===== src/rtl/buttoncount_pkg.sv =====
// ---------------------------------------------------------------------------
// buttoncount_pkg
// Shared constants and helpers for the button-hold cycle counter.
//   LED_WIDTH      : board LED / counter width
//   cnt_action_e   : the per-edge counter action, listed in priority order
//   decode_action  : maps (rst, en) onto the action taken at the next edge
// ---------------------------------------------------------------------------
package buttoncount_pkg;

  localparam int LED_WIDTH = 16;

  typedef enum logic [1:0] {
    ACT_CLEAR = 2'd0,
    ACT_COUNT = 2'd1,
    ACT_HOLD  = 2'd2
  } cnt_action_e;

  // Clear dominates count; with neither request the register holds.
  function automatic cnt_action_e decode_action(input logic rst, input logic en);
    cnt_action_e act;
    if (rst) begin
      act = ACT_CLEAR;
    end else if (en) begin
      act = ACT_COUNT;
    end else begin
      act = ACT_HOLD;
    end
    return act;
  endfunction

endpackage


===== src/rtl/buttoncount_up_counter.sv =====
// ---------------------------------------------------------------------------
// up_counter
// WIDTH-bit free-running up counter with synchronous clear and enable.
//   clk : rising-edge clock
//   rst : synchronous active-high clear, wins over en
//   en  : increment by one on this edge (wraps modulo 2^WIDTH)
//   q   : counter register, driven straight from the flop
// ---------------------------------------------------------------------------
module up_counter
  import buttoncount_pkg::*;
#(
  parameter int WIDTH = LED_WIDTH
) (
  input  logic             clk,
  input  logic             rst,
  input  logic             en,
  output logic [WIDTH-1:0] q
);

  cnt_action_e action;

  // Resolve clear/count/hold priority for the coming edge.
  always_comb begin
    action = decode_action(rst, en);
  end

  // Counter register; the add wraps naturally at 2^WIDTH with no saturation.
  always_ff @(posedge clk) begin
    case (action)
      ACT_CLEAR: q <= '0;
      ACT_COUNT: q <= q + WIDTH'(1);
      ACT_HOLD:  q <= q;
      default:   q <= '0;
    endcase
  end

endmodule


===== src/rtl/buttoncount.sv =====
// ---------------------------------------------------------------------------
// buttoncount
// Board top: counts the clock cycles during which the up button is held and
// shows the running count on the LEDs. No synchronizer or debounce: buttons
// are sampled as-is, one count per rising edge while btnu is high.
//   clk  : system clock
//   btnc : synchronous active-high clear
//   btnu : count enable (level, per cycle)
//   led  : current count, taken directly from the counter register
// ---------------------------------------------------------------------------
module buttoncount
  import buttoncount_pkg::*;
#(
  parameter int WIDTH = LED_WIDTH
) (
  input  logic             clk,
  input  logic             btnc,
  input  logic             btnu,
  output logic [WIDTH-1:0] led
);

  up_counter #(
    .WIDTH (WIDTH)
  ) u_counter (
    .clk (clk),
    .rst (btnc),
    .en  (btnu),
    .q   (led)
  );

endmodule


===== config.mk =====
export PLATFORM = sky130hd
export DESIGN_NAME = buttoncount
export DESIGN_NICKNAME = d
export VERILOG_FILES = /design/src/rtl/buttoncount_pkg.sv /design/src/rtl/buttoncount_up_counter.sv /design/src/rtl/buttoncount.sv
export SDC_FILE = /design/constraint.sdc
export NUM_CORES = 1
export LEC_CHECK = 0
export ABC_AREA = 1
export ABC_CLOCK_PERIOD_IN_PS = 1600
export CORE_MARGIN = 2
export CORE_UTILIZATION = 29
export CTS_CLUSTER_DIAMETER = 30
export DETAILED_ROUTE_END_ITERATION = 8
export GPL_TIMING_DRIVEN = 0
export MAX_ROUTING_LAYER = met4
export PLACE_DENSITY = 0.53
export SETUP_SLACK_MARGIN = 0.4
export SLEW_MARGIN = 20
export SYNTH_ARGS = -nofsm -noshare
export SYNTH_HDL_FRONTEND = slang
export SYNTH_SLANG_ARGS = --single-unit

===== constraint.sdc =====
create_clock -name clk -period 1.6 [get_ports clk]
set_input_delay 0.32 -clock clk [delete_from_list [all_inputs] [get_ports clk]]
set_output_delay 0.32 -clock clk [all_outputs]
set_load 0.01 [all_outputs]

* Word-level counts from Yosys, hierarchy flattened
Cells that the tools add are included.
Operators by class: add/subtract/negate cells 1, equal/unequal tests 2, multiplexer cells 3
Operators by type and width (count):
- $pmux 16 s2 | 1
- $add 16x1->16 const B | 1
- $mux 2 | 2
- $eq 2x1->1 const B | 1
- $eq 2x2->1 const B | 1
Storage, ports and cells: register bits 16, bits of input ports 3, output and inout port bits 16

* Depth between registers and ports, before layout
Gate-level depths: netlist of the first run.
word-level depth 4, depth in mapped cells 9, depth with buffers taken out 9

* Least setup slack after synthesis of the first run
No wires, ideal clock.
path kind reg-to-reg, start reg u_counter.q[0], end reg u_counter.q[10], data pin, setup time 0.258 ns, arrival time 1.142 ns, setup slack 0.201 ns, cell stages (with the launch flop) 9, path buffers 0, cell sequence edfxtp_1 -> ha_1 -> nand2_2 -> nor2_4 -> nand2_4 -> nor2_1 -> nand2_1 -> nand2_1 -> nor2_1
On the way: word-level cells in the longest chain between the ends 2
Ends and longest elaborated chain:
- from (decl) | RTL line buttoncount_up_counter.sv:17 | output logic [WIDTH-1:0] q
- from (signal assigned) | RTL line buttoncount_up_counter.sv:31 | ACT_COUNT: q <= q + WIDTH'(1);
- from (signal assigned) | RTL line buttoncount_up_counter.sv:32 | ACT_HOLD: q <= q;
- $add 16x1->16 | RTL line buttoncount_up_counter.sv:31
- $pmux 16 s2 | RTL line buttoncount_up_counter.sv:29 | case (action)
No other way between the ends. A chain may end at the register's enable or synchronous reset.

* Worst setup path in the final report of the first run
start reg u_counter.q[0], end out led[0]
RTL lines:
- to (decl) | RTL line buttoncount.sv:19 | output logic [WIDTH-1:0] led
No word-level cell between the ends.

==> reports/metrics.yaml, run 1 <==
drv_cap: 0
cts_hold_buf: 0
start_kind: "register"
avgRoutedWirePerCell_um: 11.9
irDropWorstVdd_mv: 0.313
cts_tree: "built"
synth_area_per_cell_um2: 8.24
wl_mm: 2.59
firstDrtPassIters: 4
ys_ff_latch: 16
post-route-period-util_pct: 88.4
ys_seq_area_share_pct: 49.4
min_from: "u_counter.q[14]"
routed_via_density: 4.48
drtIter0Drc: 49
pin_count: 19
dp_slack_ns: -0.0814
io_buffers: 18
drive_gt1_share_pct: 48.3
initial_core_util_pct: 29.6
syn_inst: 118
grt_setup_unrepaired: "yes"
worstPathArrival_ns: 1.09
ys_warn_count: 0
final_hold_viol_count: 0
crit_type: "reg -> out"
num_vias: 976
regMostFlops: "u_counter.q"
clock_path_buffers: 2
grtUsageTotal_pct: 14.2
grt_pass1_wl_mm: 3.82
dpl-instance-area_um2: 1220
end_kind: "primary output"
crit_required_ns: 1.28
largest_reg_flops: 16
core_area_um2: 3280
syn-num-nets: 122
rr_worst_depth: 7
period_needed_ns: 1.41
worstHoldEndpoint: "u_counter.q[14]"
slew_viol_final: 0
grt_max_degree: 17
status: "complete, no violations"
tightest_slew_ns: 0.224
die_area_um2: 3830
crit_path_top_delay_cell: "edfxtp_1"
synth.distinct_cells: 21
post-route-drc-count: 0
grt_pass1_vias: 849
max_stage_delay_ns: 0.42
hp-class: "reg -> reg"
die_w_um: 61.9
hold_depth: 3
placed_cells: 182
r2r-end: "u_counter.q[14]"
fmax_mhz: 707
mostFrequentLayoutCells: "nand2_1, buf_4, nor2_1"
root_buffer: "clkbuf_4"
path_max_fanout: 2
ant_nets: 0
dpl.hpwl_mm: 1.46
final-setup-viol-count: 0
netlist_area_um2: 972
design_area_um2: 1590
antenna_cells: 0
path_cells: "buf_4 -> buf_6 -> buf_6"
fin_nets: 178
insertion_delay_ns: 0.30
clkTransAtPathRegs_ns: 0.10
area_delta_synth_final_pct: 63.3
grt_overflow: 0
gp_congestion: 0.785
setup_slack_ns: 0.186
skew_ns: 0.00531
htreeDepth: 1
cts_buffers: 3
finalNonFillerCells: 218
die_h_um: 61.9
clock_sinks: 16
reg2reg_slack_ns: 0.20
relSlewSlack_pct: 85.0
reg_top3: "u_counter.q: 16 flops"
r2r_start: "u_counter.q[0]"
antenna_found_initial: 0
leakage_nw: 0.733
fin_util_pct: 48.3
fp-row-count: 21
p_per_area_nw_per_um2: 618
crit_top_cell: "buf_6"
[layout make-up]
cell class	instances	area [um2]
Inverter	17	63.8
Tap cell	46	57.6
Timing Repair Buffer	50	408
Fill cell	322	1700
Sequential cell	16	480
Clock buffer	3	22.5
Multi-Input combinational cell	86	556
[layer usage]
metal	GRT usage, %	vias to the layer above	wire length [um]
met4	5.17	0	50
met5	-	-	0
li1	-	489	-
met2	20.8	34	1250
met1	18.4	445	1130
met3	4.76	8	168
[timing repair]
action | CTS | global route
resized for setup | 79 | 29
pin swaps | 10 | 15
setup endpoints to repair | 47 | 44
buffers inserted | 25 | 7
cloned | 0 | 1
[through the flow]
stage,hold slack [ns],total power [mW],TNS (ns)
2_1_floorplan,0.601,0.594,0
3_3_place_gp,0.616,0.667,-0.130
3_5_place_dp,0.629,0.669,-0.539
4_1_cts,0.701,0.941,0
5_1_grt,0.739,1.02,0
6_report,0.694,0.982,0
[worst max-delay path, delay by kind of cell, from the launching register on]
kind	cells	cell delay (ns)
DFF	1	0.42
buffers and inverters	3	0.38
[synth_stat cells (all sizes together)]
| cell | instances | area share (%) |
|---|---|---|
| nand2 | 33 | 14 |
| nor2 | 30 | 15 |
| inv | 17 | 6.6 |
| edfxtp | 16 | 49 |
| nand3 | 5 | 2.6 |
| a21oi | 4 | 2.1 |
| o21ai | 3 | 1.5 |
| o21bai | 3 | 2.7 |
| a211oi | 1 | 0.77 |
| a31oi | 1 | 0.64 |
| ha | 1 | 1.3 |
| nand4 | 1 | 0.64 |
| o21a | 1 | 0.77 |
| or2 | 1 | 0.64 |
| xor2 | 1 | 0.90 |
[power breakdown]
part           switching (mW)  internal [mW]
logic                   0.120          0.124
clock network           0.146         0.0880
registers              0.0145          0.490
total                   0.280          0.702
[logic make-up (layout without fill, tap and decap cells)]
group	after synthesis	in the layout	share of synthesized area (%)
AOI/OAI and AO/OA	13	13	8.49
xor gates and xnor gates	1	1	0.901
adders and majority gates	1	1	1.29
buffers and inverters	17	70	6.56
DFF	16	16	49.4
and+or+nand+nor	70	71	33.3
[worst max path at each step]
stage / to / slack, ns / startpoint / cells after the start
after floorplan: u_counter.q[10] / 0.20 / u_counter.q[0] / 8
after global placement: u_counter.q[6] / -0.07 / btnu / 5
after detailed placement: u_counter.q[6] / -0.08 / btnu / 5
after CTS: u_counter.q[14] / 0.23 / u_counter.q[0] / 7
after global routing: u_counter.q[12] / 0.13 / u_counter.q[0] / 10
final: led[0] / 0.19 / u_counter.q[0] / 3
No activity file was read; power rests on OpenSTA's default activity.
==> run 2, diff against run 1 <==
ABC_CLOCK_PERIOD_IN_PS = 1500   (was 1600)
clock period = 1.5 ns   (was 1.6 ns; I/O delays follow)
==> reports/metrics.yaml, run 2 (same netlist as run 1, synthesis figures left out) <==
final_common_cell: "nand2_1"
relSlewSlack_pct: 84.3
cts_tree: "built"
reg_top3: "u_counter.q: 16 flops"
cp_num_buf_inv: 3
regMostFlops: "u_counter.q"
antenna_found_initial: 0
cp_num_cells: 3
initial_core_util_pct: 29.6
dpl.hpwl_mm: 1.46
tightest_slew_ns: 0.234
htreeDepth: 1
core_area_um2: 3280
r2r_start: "u_counter.q[0]"
clock_sinks: 16
insertion_delay_ns: 0.30
period_needed_ns: 1.38
final_hold_viol_count: 0
start_kind: "register"
grt_max_degree: 17
grt_pass1_vias: 853
grt_setup_unrepaired: "yes"
die_w_um: 61.9
rr_worst_depth: 10
status: "complete, no violations"
setup_slack_ns: 0.119
hp-class: "in -> reg"
num_vias: 945
pin_count: 19
finalPower_mw: 1.05
post-route-period-util_pct: 92.1
wl_mm: 2.50
clock_path_buffers: 2
drv_cap: 0
p_per_area_nw_per_um2: 672
grtUsageTotal_pct: 13.8
worstSetupStartpoint: "u_counter.q[0]"
grt_pass1_wl_mm: 3.73
path_max_fanout: 2
worstPathArrival_ns: 1.08
grt_overflow: 0
firstDrtPassIters: 4
reg2reg_slack_ns: 0.13
skew_ns: 0.00489
cts_hold_buf: 0
irDropWorstVdd_mv: 0.350
crit_type: "reg -> out"
leakage_nw: 0.705
avgRoutedWirePerCell_um: 11.4
slew_viol_final: 0
gp_congestion: 0.786
crit_path_top_delay_cell: "edfxtp_1"
hold_depth: 2
area_delta_synth_final_pct: 60.4
endpoint: "led[0]"
final-setup-viol-count: 0
end_kind: "primary output"
largest_reg_flops: 16
mostFrequentLayoutCells: "nand2_1, buf_4, nor2_1"
filler_cell_count: 328
fin_nets: 178
drive_gt1_share_pct: 47.4
cts_buffers: 3
r2r-end: "u_counter.q[12]"
crit_required_ns: 1.20
crit_top_cell: "buf_6"
root_buffer: "clkbuf_4"
fin_setup_tns_ns: 0
dp_slack_ns: -0.161
fmax_mhz: 724
io_buffers: 18
max_stage_delay_ns: 0.42
die_area_um2: 3830
clkTransAtPathRegs_ns: 0.10
routed_via_density: 4.32
antenna_cells: 0
fp-row-count: 21
post-route-drc-count: 0
ant_nets: 0
die_h_um: 61.9
fin_util_pct: 47.5
critPathTopFamily: "flip-flops"
drtIter0Drc: 14
path_cells: "buf_4 -> buf_6 -> buf_6"
-- run 2: cell count changes in the layout (fill, tap and decap cells not counted), moves of 2 or more --
| cell | change |
|---|---|
| o21ai_0 | +2 |
| nand2_4 | -3 |
| dlymetal6s2s_1 | +2 |
| inv_1 | -2 |
| nand2_1 | +2 |
| o21ai_1 | -2 |
| clkdlybuf4s50_1 | -2 |
-- run 2: worst reg2reg max path: cells and delay by family, from the launching register on --
kind	cells	cell delay [ns]
buffers and inverters	3	0.23
flip-flops	1	0.42
adder cells (fa/ha/maj)	1	0.16
AND/OR/NAND/NOR	6	0.33
-- run 2: cell type report --
type                       instances  area (um2)  area share, %
multi-input combinational         86         519           33.3
clock inverter                     1        3.75          0.241
sequential                        16         480           30.8
timing repair buffer              50         409           26.2
tap                               46        57.6           3.69
clock buffer                       3        22.5           1.44
inverter                          17        66.3           4.25
-- run 2: worst min-delay path by stage --
| stage | to | slack (ns) | from |
|---|---|---|---|
| after detailed placement | u_counter.q[14] | 0.63 | u_counter.q[14] |
| after global placement | u_counter.q[15] | 0.62 | u_counter.q[15] |
| final | u_counter.q[15] | 0.52 | btnu |
| after floorplan | u_counter.q[2] | 0.58 | btnc |
| after CTS | u_counter.q[15] | 0.66 | u_counter.q[15] |
| after global routing | u_counter.q[15] | 0.53 | btnu |
-- run 2: routing by layer --
layer	vias to the layer above	global-route usage [%]	routed length [um]
met5	-	-	0
met4	0	3.95	0
met3	0	4.14	99
met2	18	20.3	1190
met1	436	18.3	1210
li1	491	-	-
-- run 2: where the power goes --
group	switching, mW	internal [mW]	leakage, nW	total (mW)
logic	0.122	0.134	0.513	0.256
clock network	0.155	0.0969	0.0154	0.252
registers	0.0167	0.523	0.177	0.539
-- run 2: what timing repair did --
item / 4_1_cts / 5_1_grt
cloned: 0 / 1
resized for setup: 74 / 29
setup buffers: 23 / 9
setup endpoints to repair: 48 / 48
pin swaps: 5 / 16
-- run 2: per-stage QoR --
stage          std cells  hold WS (ns)  area, um2
3_3_place_gp         182         0.616       1220
4_1_cts              209         0.661       1390
3_5_place_dp         182         0.627       1220
2_1_floorplan        118         0.581        982
5_1_grt              219         0.529       1560
6_report             219         0.518       1560
